`config.mk`:
```
export PLATFORM = sky130hd
export DESIGN_NAME = word_serializer
export DESIGN_NICKNAME = d
export VERILOG_FILES = /design/src/rtl/serializer_pkg.sv /design/src/rtl/word_serializer.sv
export SDC_FILE = /design/constraint.sdc
export NUM_CORES = 1
export LEC_CHECK = 0
export BUFFER_PORTS_ARGS = -buffer_cell sky130_fd_sc_hd__buf_2
export CORE_UTILIZATION = 58
export DETAILED_ROUTE_END_ITERATION = 8
export PLACE_DENSITY_LB_ADDON = 0.2
export REMOVE_ABC_BUFFERS = 1
export SLEW_MARGIN = 0
export SYNTH_ARGS = -nofsm -noshare
export SYNTH_HDL_FRONTEND = slang
export SYNTH_SLANG_ARGS = --single-unit
```
`constraint.sdc`:
```
create_clock -name clk -period 3.93 [get_ports clk]
set_input_delay 0.786 -clock clk [delete_from_list [all_inputs] [get_ports clk]]
set_output_delay 0.786 -clock clk [all_outputs]
set_load 0.1 [all_outputs]
```
`src/rtl/serializer_pkg.sv`:
```
// rtl/serializer_pkg.sv - shared types and helpers for the word serializer
//
// Purpose : FSM state encoding and bit-counter width helper used by
//           word_serializer.
// Ports   : none (package).
package serializer_pkg;

  typedef enum logic {
    IDLE  = 1'b0,
    SHIFT = 1'b1
  } ser_state_t;

  // Bit counter width for a WIDTH-bit word (counts 0..WIDTH-1).
  function automatic int cnt_width(input int width);
    return (width > 1) ? $clog2(width) : 1;
  endfunction

endpackage

```
`src/rtl/word_serializer.sv`:
```
// rtl/word_serializer.sv - parallel-to-serial feed stage with one-word holding buffer
//
// Purpose : Accepts WIDTH-bit words over a valid/ready handshake and shifts
//           them out one bit per clock. A one-word holding buffer lets
//           back-to-back words stream with no gap cycles. IDLE_BIT fills the
//           line when nothing is in flight.
// Ports   : clk         - clock, rising edge
//           R           - synchronous active-high reset
//           load_data   - word to serialize
//           load_valid  - load_data is valid
//           load_ready  - block can accept a word this cycle
//           ser_out     - serial bit (registered)
//           ser_valid   - ser_out carries a data bit (registered)
//           frame_start - first bit of a word (registered)
//           busy        - shifter or holding buffer occupied (registered)
module word_serializer
  import serializer_pkg::*;
#(
  parameter int   WIDTH     = 8,
  parameter bit   MSB_FIRST = 1'b1,
  parameter logic IDLE_BIT  = 1'b0
) (
  input  logic             clk,
  input  logic             R,
  input  logic [WIDTH-1:0] load_data,
  input  logic             load_valid,
  output logic             load_ready,
  output logic             ser_out,
  output logic             ser_valid,
  output logic             frame_start,
  output logic             busy
);

  localparam int            CW   = cnt_width(WIDTH);
  localparam logic [CW-1:0] LAST = CW'(WIDTH - 1);

  ser_state_t       state;
  logic [CW-1:0]    count;
  logic [WIDTH-1:0] shreg;
  logic [WIDTH-1:0] hold_word;
  logic             hold_full;
  logic             accept;

  // The bit that goes on the line first for a freshly loaded word.
  function automatic logic first_bit(input logic [WIDTH-1:0] w);
    return MSB_FIRST ? w[WIDTH-1] : w[0];
  endfunction

  // Advance the shifter by one bit: left for MSB-first, right for LSB-first.
  function automatic logic [WIDTH-1:0] shift_word(input logic [WIDTH-1:0] w);
    return MSB_FIRST ? {w[WIDTH-2:0], 1'b0} : {1'b0, w[WIDTH-1:1]};
  endfunction

  assign load_ready = !hold_full && !R;
  assign accept     = load_valid && load_ready;

  // Outputs are computed from the values being loaded at this edge so the
  // first bit of an accepted word appears in the very next cycle.
  always_ff @(posedge clk) begin
    if (R) begin
      state       <= IDLE;
      count       <= '0;
      hold_full   <= 1'b0;
      ser_out     <= IDLE_BIT;
      ser_valid   <= 1'b0;
      frame_start <= 1'b0;
      busy        <= 1'b0;
    end else if (state == IDLE) begin
      if (accept) begin
        state       <= SHIFT;
        count       <= '0;
        shreg       <= load_data;
        ser_out     <= first_bit(load_data);
        ser_valid   <= 1'b1;
        frame_start <= 1'b1;
        busy        <= 1'b1;
      end
    end else begin
      if (count == LAST) begin
        if (hold_full) begin
          // Held word takes priority; load_ready is low so no accept can race it.
          shreg       <= hold_word;
          ser_out     <= first_bit(hold_word);
          hold_full   <= 1'b0;
          count       <= '0;
          frame_start <= 1'b1;
          busy        <= 1'b1;
        end else if (accept) begin
          // Last-bit bypass: incoming word goes straight to the shifter.
          shreg       <= load_data;
          ser_out     <= first_bit(load_data);
          count       <= '0;
          frame_start <= 1'b1;
          busy        <= 1'b1;
        end else begin
          state       <= IDLE;
          ser_out     <= IDLE_BIT;
          ser_valid   <= 1'b0;
          frame_start <= 1'b0;
          busy        <= 1'b0;
        end
      end else begin
        shreg       <= shift_word(shreg);
        ser_out     <= first_bit(shift_word(shreg));
        count       <= count + CW'(1);
        frame_start <= 1'b0;
        busy        <= 1'b1;
        if (accept) begin
          hold_word <= load_data;
          hold_full <= 1'b1;
        end
      end
    end
  end

endmodule

```
==> results.md <==
Global routing
- 0 — antenna violations before repair
- 24.17% — GRT Util Overall
- 0 — global route total overflow
- 689 — number of global-route vias before repair
- 3.374 mm — first-pass GRT wire length
- 16 — pin count of the biggest net entering global routing

Final layout
- 8.987% — Synth-to-Final Area Change
- 127 — net count reported at finish
- 0 — diode insertion count for antenna repair
- 18.58% — share of layout cells above drive strength 1

Setup path
- 1.49 ns — crit path DAT
- 3.14 ns — required time reported for the critical path endpoint
- output pin — category of the worst setup path capture point
- input port to output pin — Setup CP Type
- 12 — Worst Path Max Fanout
- input port — Critical Path Start Type

Synthesis
- 41.47% — fraction of post-synthesis cell area in the top cell type by area
- 1086 um2 — cell area after technology mapping
- 0 — warning count from the yosys run
- 24 — number of synthesized register bits
- sky130_fd_sc_hd__edfxtp_1 — Yosys top cell by area
- 24 — Netlist cell types
- sky130_fd_sc_hd__edfxtp_1 41%, sky130_fd_sc_hd__dfxtp_1 17%, sky130_fd_sc_hd__nand2_1 6.6%, sky130_fd_sc_hd__a32oi_1 4.8%, sky130_fd_sc_hd__o22ai_1 4.0% — cell types with the largest area share after synthesis
- 10.97 um2 — mean post-synth cell area
- 99 — number of instances in the synthesized netlist
- 58.06% — sequential element share of the synthesized area

Floorplanning
- 45.27 um — height of the die
- 15 — number of cell rows
- 2049 um2 — Die ar.
- 16 — number of top-level pins
- 1745 um2 — core area
- 45.27 um — Die W
- 62.22% — starting utilization of the core area

Placed design
- 1.474 mm — DPL Wire Length
- 0.7762 — weighted congestion reported at the end of routability-driven placement
- 15 — total of buffers placed on input and output ports

Power and ir drop
- 0.0004964 W — post-layout power
- 0.4407 nW — leakage power of the design
- 281.8 uV — Worst VDD drop
- 419.4 nW/um2 — power density relative to cell area

Route
- 2.172 mm — wirelength, routed
- 23 — number of DRC markers in iteration 0
- 123 um — routed wire length on met3
- 997 um — WL met1
- met4 — top routing layer in use
- 5.913 — via/cell ratio
- 816 — overall via count from detail_route
- 4 — First-pass DRT Iterations
- 0 — antenna-violating nets left
- 0 — number of design rule violations left after detail routing
- 15.74 um — Wirelength per Cell
- 1.017 mm — met2 WL post-DR

CTS
- 0.31 ns — worst-skew pair later-pin latency
- 24 — clk sinks
- yes — CTS tree
- 0 — hold-fix buffers at CTS
- 2 — number of buffers on the longest clock path
- sky130_fd_sc_hd__clkbuf_4 — cell chosen for the clock root
- 1 — H-Tree Level Count
- 0 — number of buffers inserted to repair setup after CTS
- 0 — number of gates resized after cts
- 3 — number of clock buffers inserted by TritonCTS
- 0.12 ns — Reg clk slew, reported paths

STA
- 0.002204 ns — clock skew after layout
- 58.03% — fraction of the cycle the final worst path needs
- 0 — hold violation total from the final report
- 0 ns — final sum of negative setup slack
- false — RSZ-0062 raised after global routing
- 0 — count of pins over their slew limit
- 52.57% — max-slew headroom at the worst pin
- 0.7088 ns — transition time at the pin with the least slew margin
- 438.5 MHz — highest clock rate
- 2.281 ns — final critical delay including setup and external delays
- 0 — final number of setup-violating endpoints

Status
- completed — outcome

Hold path
- flop to flop — min-delay worst type

Run
- 0 — maxcap violations

## cells in the mapped netlist, drive strengths merged
cell    count
nand2      19
edfxtp     15
dfxtp       9
o22ai       7
a21oi       6
a32oi       6
nor2b       4
a31oi       3
buf         3
inv         3
nand2b      3
nand3       3
nor2        3
o211ai      3
o21ai       3
clkbuf      2
ha          2
a211oi      1
and3        1
mux2i       1
nor3b       1
or3b        1
## cells by family after synthesis
| family | after synthesis | synth area share (%) |
|---|---|---|
| AO/OA/AOI/OAI | 29 | 18.09 |
| adder cells (fa/ha/maj) | 2 | 2.304 |
| buffers and inverters | 8 | 4.262 |
| flip-flops | 24 | 58.06 |
| multiplexers | 1 | 0.9217 |
| AND/OR/NAND/NOR | 35 | 16.36 |
## power by group
part	total (W)	internal (W)	switching, W
logic	0.0000890	0.0000258	0.0000632
clock network	0.000110	0.0000397	0.0000699
registers	0.000298	0.000286	0.0000119
## final timing paths
kind             start            to  slack [ns]  depth (start not counted)
max                  R    load_ready        1.65                          3
min          ser_valid     ser_valid        0.50                          2
max reg2reg   count[0]  hold_word[3]        1.82                          4
min reg2reg  ser_valid     ser_valid        0.50                          2
## cell type report
| type | instances | area [um2] |
|---|---|---|
| Clock buffer | 4 | 26.28 |
| Fill cell | 148 | 561.8 |
| Inverter | 3 | 11.26 |
| Multi-Input combinational cell | 67 | 409.1 |
| Sequential cell | 24 | 630.6 |
| Tap cell | 25 | 31.28 |
| Timing Repair Buffer | 15 | 75.07 |
## layer usage
layer,vias to the layer above,global-route usage (%)
met4,0,12.73
met5,-,0
met1,381,34.74
li1,404,-
met3,4,2.800
met2,27,35.94
## cell usage in the layout, fill, tap and decap left out, types with 2 or more instances in the layout
cell type	instances
sky130_fd_sc_hd__o21ai_0	3
sky130_fd_sc_hd__ha_1	2
sky130_fd_sc_hd__o22ai_1	7
sky130_fd_sc_hd__a31oi_1	2
sky130_fd_sc_hd__clkbuf_4	3
sky130_fd_sc_hd__o211ai_1	3
sky130_fd_sc_hd__a21oi_1	6
sky130_fd_sc_hd__nor2_1	3
sky130_fd_sc_hd__inv_1	3
sky130_fd_sc_hd__edfxtp_1	15
sky130_fd_sc_hd__nand2_1	19
sky130_fd_sc_hd__a32oi_1	6
sky130_fd_sc_hd__dfxtp_1	9
sky130_fd_sc_hd__nand2b_1	3
sky130_fd_sc_hd__nand3_1	3
sky130_fd_sc_hd__nor2b_1	4
sky130_fd_sc_hd__buf_2	15
## worst max-delay path: stages
cell	delay (ns)
sky130_fd_sc_hd__buf_2	0.18
sky130_fd_sc_hd__nor2_1	0.10
sky130_fd_sc_hd__buf_2	0.43
## flip-flops by register name (all words and copies together), names as in the netlist
signal	flops
shreg	7
busy	1
ser_out	1
count	3
ser_valid	1
frame_start	1
hold_full	1
state	1
hold_word	8
## stage by stage
stage               worst slack [ns]  area, um2  std cells  util, %  hold WS, ns
finish                         1.649       1184        138    67.81       0.4991
detailed placement             1.496       1157        134    66.31       0.4771
global route                   1.568       1184        138    67.81       0.5287
CTS                            1.652       1184        138    67.81       0.5011
floorplan                      1.107       1051         94        -       0.4660
global placement               1.595       1157        134    66.31       0.4757
Power figures use the tool's default switching activity.
